===== config.mk =====
export PLATFORM = sky130hd
export DESIGN_NAME = map_region_scanner
export DESIGN_NICKNAME = d
export VERILOG_FILES = /design/src/rtl/map_pkg.sv /design/src/rtl/map_region_scanner_region_hit.sv /design/src/rtl/map_region_scanner.sv
export SDC_FILE = /design/constraint.sdc
export NUM_CORES = 1
export LEC_CHECK = 0
export CAP_MARGIN = 20
export CORE_ASPECT_RATIO = 0.6
export CORE_MARGIN = 1.5
export CORE_UTILIZATION = 40
export CTS_BUF_LIST = sky130_fd_sc_hd__clkbuf_8
export CTS_CLUSTER_DIAMETER = 40
export DETAILED_ROUTE_END_ITERATION = 10
export PLACE_DENSITY = 0.71
export SKIP_LAST_GASP = 1
export SYNTH_ARGS = -nofsm -noshare
export SYNTH_HDL_FRONTEND = slang
export SYNTH_SLANG_ARGS = --single-unit
export TNS_END_PERCENT = 10

===== constraint.sdc =====
create_clock -name clk -period 8.02 [get_ports clk]
set_input_delay 0.802 -clock clk [delete_from_list [all_inputs] [get_ports clk]]
set_output_delay 0.802 -clock clk [all_outputs]
set_load 0.02 [all_outputs]

===== src/rtl/map_pkg.sv =====
// Shared types and default region tables for the map region scanner.
// Table boxes are stored pre-offset, so the scanner only does plain inclusive compares.
package map_pkg;

  localparam int MAP_CW = 11;

  typedef struct packed {
    logic [MAP_CW-1:0]   hstart;
    logic [MAP_CW-1:0]   hstop;
    logic [MAP_CW-1:0]   vstart;
    logic [MAP_CW-1:0]   vstop;
    logic [2*MAP_CW-1:0] attr;
  } region_t;

  typedef enum logic [2:0] {
    ST_IDLE   = 3'd0,
    ST_LAD    = 3'd1,
    ST_PLAT   = 3'd2,
    ST_EDGE   = 3'd3,
    ST_COMMIT = 3'd4
  } scan_state_t;

  function automatic region_t mk_region(input logic [MAP_CW-1:0] hs, input logic [MAP_CW-1:0] he,
                                        input logic [MAP_CW-1:0] vs, input logic [MAP_CW-1:0] ve,
                                        input logic [2*MAP_CW-1:0] attr);
    region_t r;
    r.hstart = hs;
    r.hstop  = he;
    r.vstart = vs;
    r.vstop  = ve;
    r.attr   = attr;
    return r;
  endfunction

  // Entry 0 is the rightmost element of each concatenation; attr = {limit_min, limit_max}
  localparam region_t [4:0] LADDER_DEF = {
    mk_region(11'd900, 11'd940, 11'd600, 11'd900, {11'd580, 11'd880}),
    mk_region(11'd290, 11'd330, 11'd180, 11'd420, {11'd160, 11'd400}),
    mk_region(11'd500, 11'd540, 11'd100, 11'd300, {11'd80,  11'd280}),
    mk_region(11'd280, 11'd320, 11'd150, 11'd260, {11'd130, 11'd240}),
    mk_region(11'd100, 11'd140, 11'd400, 11'd560, {11'd380, 11'd520})
  };

  localparam region_t [3:0] PLAT_DEF = {
    mk_region(11'd0,   11'd2047, 11'd900, 11'd1000, {20'd0, 2'b01}),
    mk_region(11'd840, 11'd1200, 11'd560, 11'd700,  {20'd0, 2'b11}),
    mk_region(11'd0,   11'd1000, 11'd100, 11'd199,  {20'd0, 2'b01}),
    mk_region(11'd0,   11'd832,  11'd417, 11'd559,  {20'd0, 2'b10})
  };

  localparam region_t [3:0] EDGE_DEF = {
    mk_region(11'd1500, 11'd1600, 11'd1500, 11'd1600, {11'd0, 11'd1700}),
    mk_region(11'd0,    11'd20,   11'd0,    11'd50,   {11'd0, 11'd50}),
    mk_region(11'd1000, 11'd1040, 11'd500,  11'd600,  {11'd0, 11'd700}),
    mk_region(11'd580,  11'd620,  11'd300,  11'd400,  {11'd0, 11'd600})
  };

endpackage


===== src/rtl/map_region_scanner_region_hit.sv =====
// Inclusive unsigned point-in-box test, shared by every scan category.
module region_hit
  import map_pkg::*;
(
  input  region_t           box,
  input  logic [MAP_CW-1:0] x,
  input  logic [MAP_CW-1:0] y,
  output logic              hit
);

  assign hit = (x >= box.hstart) && (x <= box.hstop) &&
               (y >= box.vstart) && (y <= box.vstop);

endmodule


===== src/rtl/map_region_scanner.sv =====
// Sequential table scanner: one region compared per clock across ladder, platform and
// edge tables, with all results committed together alongside a one-cycle valid pulse.
module map_region_scanner
  import map_pkg::*;
#(
  parameter int N_LADDER = 5,
  parameter int N_PLAT   = 4,
  parameter int N_EDGE   = 4,
  parameter int CW       = MAP_CW,
  parameter region_t [((N_LADDER > 0) ? N_LADDER : 1)-1:0] LADDER_TBL = LADDER_DEF,
  parameter region_t [((N_PLAT   > 0) ? N_PLAT   : 1)-1:0] PLAT_TBL   = PLAT_DEF,
  parameter region_t [((N_EDGE   > 0) ? N_EDGE   : 1)-1:0] EDGE_TBL   = EDGE_DEF
) (
  input  logic          clk,
  input  logic          rst,
  input  logic          req,
  input  logic [CW-1:0] xpos,
  input  logic [CW-1:0] ypos,
  output logic          busy,
  output logic          req_drop,
  output logic          valid,
  output logic          ladder,
  output logic [((N_LADDER > 0) ? $clog2(N_LADDER + 1) : 1)-1:0] ladder_id,
  output logic [CW-1:0] limit_ypos_min,
  output logic [CW-1:0] limit_ypos_max,
  output logic [1:0]    platform,
  output logic          end_of_platform,
  output logic [CW-1:0] landing_ypos
);

  localparam int LIDW  = (N_LADDER > 0) ? $clog2(N_LADDER + 1) : 1;
  localparam int NMAX0 = (N_LADDER > N_PLAT) ? N_LADDER : N_PLAT;
  localparam int NMAX  = (NMAX0 > N_EDGE) ? NMAX0 : N_EDGE;
  localparam int IW    = (NMAX > 1) ? $clog2(NMAX + 1) : 1;

  scan_state_t   state_r, state_nxt_s;
  logic [IW-1:0] idx_r, idx_nxt_s;
  logic [CW-1:0] x_r, y_r;
  region_t       box_s;
  logic          hit_s, accept_s;

  logic            lad_hit_r, plat_hit_r, edge_hit_r;
  logic [LIDW-1:0] lad_id_r;
  logic [CW-1:0]   lad_min_r, lad_max_r, land_r;
  logic [1:0]      plat_code_r;

  // Empty categories are skipped in the same cycle, so no dead cycles appear
  function automatic scan_state_t first_active(input scan_state_t s);
    scan_state_t r;
    r = ST_COMMIT;
    case (s)
      ST_LAD:  r = (N_LADDER > 0) ? ST_LAD  : ((N_PLAT > 0) ? ST_PLAT : ((N_EDGE > 0) ? ST_EDGE : ST_COMMIT));
      ST_PLAT: r = (N_PLAT   > 0) ? ST_PLAT : ((N_EDGE > 0) ? ST_EDGE : ST_COMMIT);
      ST_EDGE: r = (N_EDGE   > 0) ? ST_EDGE : ST_COMMIT;
      default: r = ST_COMMIT;
    endcase
    return r;
  endfunction

  assign accept_s = (state_r == ST_IDLE) && req;

  // Next-state, index advance and table entry selection
  always_comb begin
    state_nxt_s = state_r;
    idx_nxt_s   = idx_r;
    box_s       = '0;
    case (state_r)
      ST_IDLE: begin
        if (req) begin
          state_nxt_s = first_active(ST_LAD);
          idx_nxt_s   = '0;
        end else begin
          state_nxt_s = ST_IDLE;
        end
      end
      ST_LAD: begin
        for (int i = 0; i < N_LADDER; i++) box_s = (idx_r == IW'(i)) ? LADDER_TBL[i] : box_s;
        if (idx_r == IW'(N_LADDER - 1)) begin
          state_nxt_s = first_active(ST_PLAT);
          idx_nxt_s   = '0;
        end else begin
          idx_nxt_s = idx_r + IW'(1);
        end
      end
      ST_PLAT: begin
        for (int i = 0; i < N_PLAT; i++) box_s = (idx_r == IW'(i)) ? PLAT_TBL[i] : box_s;
        if (idx_r == IW'(N_PLAT - 1)) begin
          state_nxt_s = first_active(ST_EDGE);
          idx_nxt_s   = '0;
        end else begin
          idx_nxt_s = idx_r + IW'(1);
        end
      end
      ST_EDGE: begin
        for (int i = 0; i < N_EDGE; i++) box_s = (idx_r == IW'(i)) ? EDGE_TBL[i] : box_s;
        if (idx_r == IW'(N_EDGE - 1)) begin
          state_nxt_s = ST_COMMIT;
          idx_nxt_s   = '0;
        end else begin
          idx_nxt_s = idx_r + IW'(1);
        end
      end
      ST_COMMIT: state_nxt_s = ST_IDLE;
      default:   state_nxt_s = ST_IDLE;
    endcase
  end

  region_hit u_hit (.box(box_s), .x(x_r), .y(y_r), .hit(hit_s));

  // State, index, status flags and the position latched at accept
  always_ff @(posedge clk) begin
    if (rst) begin
      state_r  <= ST_IDLE;
      idx_r    <= '0;
      x_r      <= '0;
      y_r      <= '0;
      busy     <= 1'b0;
      req_drop <= 1'b0;
    end else begin
      state_r  <= state_nxt_s;
      idx_r    <= idx_nxt_s;
      busy     <= (state_nxt_s != ST_IDLE);
      req_drop <= req && (state_r != ST_IDLE);
      if (accept_s) begin
        x_r <= xpos;
        y_r <= ypos;
      end
    end
  end

  // Scratch results: only the first hit of each category is kept
  always_ff @(posedge clk) begin
    if (rst || accept_s) begin
      lad_hit_r   <= 1'b0;
      lad_id_r    <= '0;
      lad_min_r   <= '0;
      lad_max_r   <= '0;
      plat_hit_r  <= 1'b0;
      plat_code_r <= 2'b00;
      edge_hit_r  <= 1'b0;
      land_r      <= '0;
    end else begin
      if ((state_r == ST_LAD) && hit_s && !lad_hit_r) begin
        lad_hit_r <= 1'b1;
        lad_id_r  <= LIDW'(idx_r);
        lad_min_r <= box_s.attr[2*CW-1:CW];
        lad_max_r <= box_s.attr[CW-1:0];
      end
      if ((state_r == ST_PLAT) && hit_s && !plat_hit_r) begin
        plat_hit_r  <= 1'b1;
        plat_code_r <= box_s.attr[1:0];
      end
      if ((state_r == ST_EDGE) && hit_s && !edge_hit_r) begin
        edge_hit_r <= 1'b1;
        land_r     <= box_s.attr[CW-1:0];
      end
    end
  end

  // Result registers update together in COMMIT; limits and landing hold on a miss
  always_ff @(posedge clk) begin
    if (rst) begin
      valid           <= 1'b0;
      ladder          <= 1'b0;
      ladder_id       <= LIDW'(N_LADDER);
      limit_ypos_min  <= '0;
      limit_ypos_max  <= '0;
      platform        <= 2'b00;
      end_of_platform <= 1'b0;
      landing_ypos    <= '0;
    end else begin
      valid <= (state_r == ST_COMMIT);
      if (state_r == ST_COMMIT) begin
        ladder          <= lad_hit_r;
        ladder_id       <= lad_hit_r ? lad_id_r : LIDW'(N_LADDER);
        platform        <= plat_hit_r ? plat_code_r : 2'b00;
        end_of_platform <= edge_hit_r;
        if (lad_hit_r) begin
          limit_ypos_min <= lad_min_r;
          limit_ypos_max <= lad_max_r;
        end
        if (edge_hit_r) begin
          landing_ypos <= land_r;
        end
      end
    end
  end

endmodule

* Yosys cells after proc, flatten, opt, wreduce, memory -nomap -nowiden *
Cells that the tools add are included.

operators by class
  $add $sub $neg = 1
  multipliers = 0
  divide/modulo/power cells = 0
  magnitude comparators = 4
  equal/unequal tests = 9
  shift-type cells = 0
  multiplexer cells = 25
  bitwise logic cells = 0
  reduce and logical (&&, ||, !) cells = 24

operators by type and width
  cell                                            number
  two-way mux 65 bit                              6
  case mux 66 bit (3 select lines)                1
  two-way mux 64 bit                              3
  two-way mux 54 bit                              2
  two-way mux 66 bit                              1
  two-way mux 62 bit                              1
  >= comparator 11 bit                            2
  less-or-equal comparator 11 bit                 2
  two-way mux 3 bit                               7
  == test 3 x 2 -> 1 bit (second input constant)  4
  case mux 3 bit (4 select lines)                 1
  logical AND 1 bit                               11
  case mux 3 bit (3 select lines)                 1
  nonzero test 3 bit                              3
  == test 3 x 1 -> 1 bit (second input constant)  2
  == test 3 bit (second input constant)           2
  zero test 3 bit                                 2
  AND reduction 2 bit                             3
  adder 3 x 1 -> 3 bit (second input constant)    1
  zero test 1 bit                                 3
  two-way mux 2 bit                               1
  != test 2 bit (second input constant)           1
  OR reduction 2 bit                              1
  logical OR 1 bit                                1
  two-way mux 1 bit                               1

storage, ports and cells
  bits in registers = 112
  latch bits = 0
  bits in writable memories = 0
  memory bits (read-only) = 0
  output and inout port bits = 43
  word-level logic and storage cells = 85
  memories = 0

* Longest topological paths before layout *
  word-level depth = 13
  mapped depth = 18
  mapped depth without buffers = 15

* Modules after synthesis *
From an unflattened synthesis, not the netlist that was laid out.

second synthesis, totals
  cell total of the unflattened synthesis = 755
  area total of the unflattened synthesis = 5,748.0 um2

by module, submodules not included
  module              times used  cells each  area each (um2)
  map_region_scanner  1           603         4,668.2
  region_hit          1           152         1,079.8

* Least setup slack after synthesis *
No wires, ideal clock.

  kind = register to register
  start point = register idx_r[2]
  end point = register lad_min_r[5]
  arrival time = 3.521 ns
  slack = 4.428 ns
  cell stages (with the launch flop) = 19
  period minus slack after synthesis = 3.592 ns
  path through = dfxtp_1 -> buf_2 -> inv_1 -> ha_1 -> clkbuf_1 -> nor2_1 -> nand2b_1 -> o21ai_0 -> a21oi_1 -> or2_2 -> ha_1 -> a21oi_1 -> a21oi_1 -> o311ai_4 -> o21a_1 -> buf_6 -> and3_4 -> buf_6 -> mux2i_1

on the way
  longest elaborated chain between the ends = 13

RTL lines
  item                                                                            line                                                                          RTL
  start, declared                                                                 map_region_scanner.sv:37                                                      logic [IW-1:0] idx_r, idx_nxt_s;
  start signal, assigned                                                          map_region_scanner.sv:121                                                     idx_r <= idx_nxt_s;
  zero test 3 bit                                                                 map_region_scanner.sv:77, map_region_scanner.sv:86, map_region_scanner.sv:95
  two-way mux 62 bit                                                              map_region_scanner.sv:77                                                      for (int i = 0; i < N_LADDER; i++) box_s = (idx_r == IW'(i)) ? LADDER_TBL[i] : box_s;
  two-way mux 64 bit (3 in a row)                                                 map_region_scanner.sv:77
  two-way mux 65 bit                                                              map_region_scanner.sv:77
  case mux 66 bit (3 select lines) (*)                                            map_region_scanner.sv:67                                                      case (state_r)
  >= comparator 11 bit / less-or-equal comparator 11 bit (equally long branches)  map_region_scanner_region_hit.sv:11                                           assign hit = (x >= box.hstart) && (x <= box.hstop) &&
  logical AND 1 bit (2 in a row)                                                  map_region_scanner_region_hit.sv:11
  logical AND 1 bit                                                               map_region_scanner_region_hit.sv:12                                           (y >= box.vstart) && (y <= box.vstop);
  logical AND 1 bit (2 in a row)                                                  map_region_scanner.sv:143                                                     if ((state_r == ST_LAD) && hit_s && !lad_hit_r) begin
  end signal, assigned                                                            map_region_scanner.sv:146                                                     lad_min_r <= box_s.attr[2*CW-1:CW];
  end, declared                                                                   map_region_scanner.sv:44                                                      logic [CW-1:0] lad_min_r, lad_max_r, land_r;

Mark *: on every way between the ends. The rest lies on a longest branch, timed or not.
A chain may end at the register's enable or synchronous reset.

* Final worst setup path *
  start point = register idx_r[2]
  end point = register lad_id_r[2]

on the way
  longest elaborated chain between the ends = 13

RTL lines
  item                                                                            line                                                                          RTL
  zero test 3 bit                                                                 map_region_scanner.sv:77, map_region_scanner.sv:86, map_region_scanner.sv:95
  two-way mux 62 bit                                                              map_region_scanner.sv:77
  two-way mux 64 bit (3 in a row)                                                 map_region_scanner.sv:77
  two-way mux 65 bit                                                              map_region_scanner.sv:77
  case mux 66 bit (3 select lines)                                                map_region_scanner.sv:67
  >= comparator 11 bit / less-or-equal comparator 11 bit (equally long branches)  map_region_scanner_region_hit.sv:11
  logical AND 1 bit (2 in a row)                                                  map_region_scanner_region_hit.sv:11
  logical AND 1 bit                                                               map_region_scanner_region_hit.sv:12
  logical AND 1 bit (2 in a row)                                                  map_region_scanner.sv:143
  end signal, assigned                                                            map_region_scanner.sv:145                                                     lad_id_r <= LIDW'(idx_r);
  end, declared                                                                   map_region_scanner.sv:43                                                      logic [LIDW-1:0] lad_id_r;

Several ways; a longest one is shown, not always the timed one.

==> impl_metrics.tcl <==
set metrics [dict create \
    worst_ep_required_time_ns 8.32 \
    holdBufCountCts 0 \
    crit_fanout 19 \
    cts_buffers 9 \
    max_slew.worst_pin.slew_ns 1.075 \
    die_y_um 94.74 \
    slew_viol_final 0 \
    synth_top_cell_area_share_pct 37.82 \
    grt_pass1_vias 4536 \
    gp_congestion 1.004 \
    leakage_nw 2.442 \
    p_clk_share_pct 33.8 \
    yosysSeqAreaShare_pct 37.82 \
    p_seq_share_pct 47.8 \
    ys.flop_type "dfxtp_1" \
    syn_avg_cell_area_sq_um 8.061 \
    rr_worst_depth 14 \
    io_buffers 65 \
    final_cell_count_no_fill 930 \
    drc 0 \
    period_needed_ns 5.084 \
    status "finished clean" \
    design.die.area_sq_um 14770 \
    hold_depth 2 \
    rsz0062_at_grt "no" \
    yosysTopAreaCell "dfxtp_1" \
    cts_sinks 106 \
    reg2reg_from "idx_r[2]" \
    synthCells 696 \
    insertion_delay_ns 0.38 \
    finClkSkew_ns 0.01202 \
    grt_pass1_wl_mm 25.81 \
    grt_max_degree 69 \
    dr.pass1.iters 5 \
    netSwitchingFraction_pct 29.63 \
    synth.area.top_cells "dfxtp_1 38%, ha_1 11%, nand2_1 10%, a21oi_1 8.5%, mux2i_1 3.9%" \
    layout_commonest_cell "nand2_1" \
    critPathArrivalTime_ns 5.39 \
    endpoint_kind "flop" \
    rows 33 \
    placed_cells 914 \
    async_flop_share_pct 0 \
    maxCapViolCount 0 \
    ys_types 57 \
    io_pins 68 \
    core_area_sq_um 13670 \
    antenna_found_initial 0 \
    mostFrequentLayoutCells "151 x nand2_1, 106 x dfxtp_1, 95 x a21oi_1" \
    path_clk_slew_ns 0.11 \
    synthToLayoutAreaGrowth_pct 16.93 \
    cts-root-buf "clkbuf_8" \
    fin_nets 806 \
    synth_edf_count 0 \
    cts_tree "built" \
    grt_usage_pct 23.12 \
    hold_viol 0 \
    p_comb_share_pct 18.4 \
    r2r_end "lad_id_r[2]" \
    first_iter_violations 470 \
    diodes 0 \
    synth_seq_cells 106 \
    die_x_um 155.9 \
    setup_violations 0 \
    power.density_nw_per_um2 174.5 \
    holdPathEnd "limit_ypos_max[1]" \
    vdd_drop_max_uv 84.53 \
    hpwl_mm 12.15 \
    fmax_mhz 196.7 \
    start_util_pct 41.05 \
    netlist_area_sq_um 5610 \
    final_antenna_net_count 0 \
    routed_wl_mm 16.23 \
    internal-power_mw 0.8056 \
    hold_ws_ns 0.4598 \
    finalSetupTns_ns 0 \
    synth_warnings 0 \
    drt-wirelength-per-cell_um 17.45 \
    post_cts_resize_count 0 \
    r2r_slack_ns 2.94 \
    worst_hold_path_type "flop to flop" \
    drive_gt1_share_pct 5.691 \
    cts_setup_buffers 0 \
    worstSetupStartpointType "flop" \
    clockBufferDepth 2 \
    criticalPathCategory "flop to flop" \
    drt-vias-per-instance 5.426 \
    p_switching_mw 0.3392 \
    h-tree-depth 3 \
    nFillCells 1365 \
    slew_headroom_pct 28.34 \
    worstHoldStart "lad_max_r[1]" \
    vias 5046 \
    overflow 0 \
    finalCritPeriodShare_pct 63.39 \
]
[per-layer routing]
metal / vias up / global-route usage [%] / wire length (um)
met5: - / 0 / 0
met4: 0 / 4.841 / 174
met3: 17 / 7.067 / 1520
met2: 198 / 28.70 / 5905
met1: 2332 / 37.11 / 8630
li1: 2499 / - / -
[Yosys cell counts, types with 3 or more instances]
| master | number |
|---|---|
| a31oi_1 | 4 |
| o211ai_1 | 5 |
| and3_1 | 7 |
| nand4_1 | 10 |
| nor3_1 | 10 |
| mux2i_1 | 22 |
| o21bai_1 | 3 |
| ha_1 | 48 |
| inv_1 | 14 |
| or2_2 | 4 |
| o21a_1 | 5 |
| buf_4 | 4 |
| nor2b_1 | 4 |
| nand3_1 | 15 |
| a21oi_1 | 95 |
| o21ai_0 | 27 |
| nor3b_1 | 5 |
| and2_1 | 6 |
| a211oi_1 | 9 |
| clkbuf_1 | 28 |
| nor3b_2 | 4 |
| a21o_1 | 4 |
| nand2_1 | 151 |
| nor2_1 | 52 |
| nand2b_1 | 3 |
| or3_1 | 3 |
| dfxtp_1 | 106 |
| buf_2 | 7 |
[final cells by class]
class | instances | area (sq um) | share of cell area [%]
inverter | 14 | 52.55 | 0.8011
timing repair buffer | 68 | 668.1 | 10.19
clock buffer | 11 | 151.4 | 2.308
multi-input combinational | 534 | 3242 | 49.42
clock inverter | 5 | 83.83 | 1.278
tap | 192 | 240.2 | 3.662
sequential | 106 | 2122 | 32.35
[stage by stage]
stage | power, mW | cell area, sq um | setup WS, ns | utilization [%]
floorplan | 0.7114 | 5614 | 4.428 | -
global placement | 0.7642 | 6325 | 3.147 | 46.28
detailed placement | 0.7641 | 6325 | 3.198 | 46.28
CTS | 1.151 | 6560 | 3.107 | 48.00
global route | 1.199 | 6560 | 2.491 | 48.00
finish | 1.145 | 6560 | 2.936 | 48.00
[kinds of logic after synthesis]
kind of cell    after synthesis  share of synthesized area, %
other cells                   1                       0.06684
compound gates              173                         18.85
fa+ha+maj                    48                         10.70
flops                       106                         37.82
buf+inv                      57                         4.505
xor+xnor                      1                        0.1561
simple gates                288                         23.97
mux                          22                         3.925
[critical path: stages (launching register included)]
cell and delay, ns:
dfxtp_1 0.68, inv_1 0.16, ha_1 0.47, nor2_1 0.48, nand3_1 0.22, nor2_1 0.44
a211oi_1 0.23, o31a_1 0.22, ha_1 0.29, nand4_1 0.14, a211oi_1 0.31, a211oi_1 0.13
o22ai_1 0.84, o21ai_0 0.23, a21oi_1 0.16
[sequential cells by signal (all words and copies together), names as in the netlist, 8 cells and up]
signal / cells
limit_ypos_min: 8
y_r: 11
x_r: 11
lad_max_r: 11
lad_min_r: 8
landing_ypos: 11
land_r: 11
limit_ypos_max: 11
[power by group through the flow]
stage	Clock (mW)	Combinational (mW)	Sequential [mW]
CTS	0.397	0.207	0.547
finish	0.387	0.210	0.547
detailed placement	0	0.205	0.559
global placement	0	0.205	0.559
floorplan	0	0.157	0.554
global route	0.417	0.233	0.549
[worst max-delay path by stage]
stage	from	endpoint	slack (ns)	cells after the start
after floorplan	idx_r[2]	lad_min_r[5]	4.43	18
after global placement	idx_r[2]	lad_id_r[0]	3.15	14
after detailed placement	idx_r[2]	lad_id_r[2]	3.20	14
after CTS	idx_r[2]	lad_id_r[2]	3.11	14
after global routing	idx_r[2]	lad_id_r[1]	2.49	14
final	idx_r[2]	lad_id_r[2]	2.94	14
(Power assumes the default switching activity.)
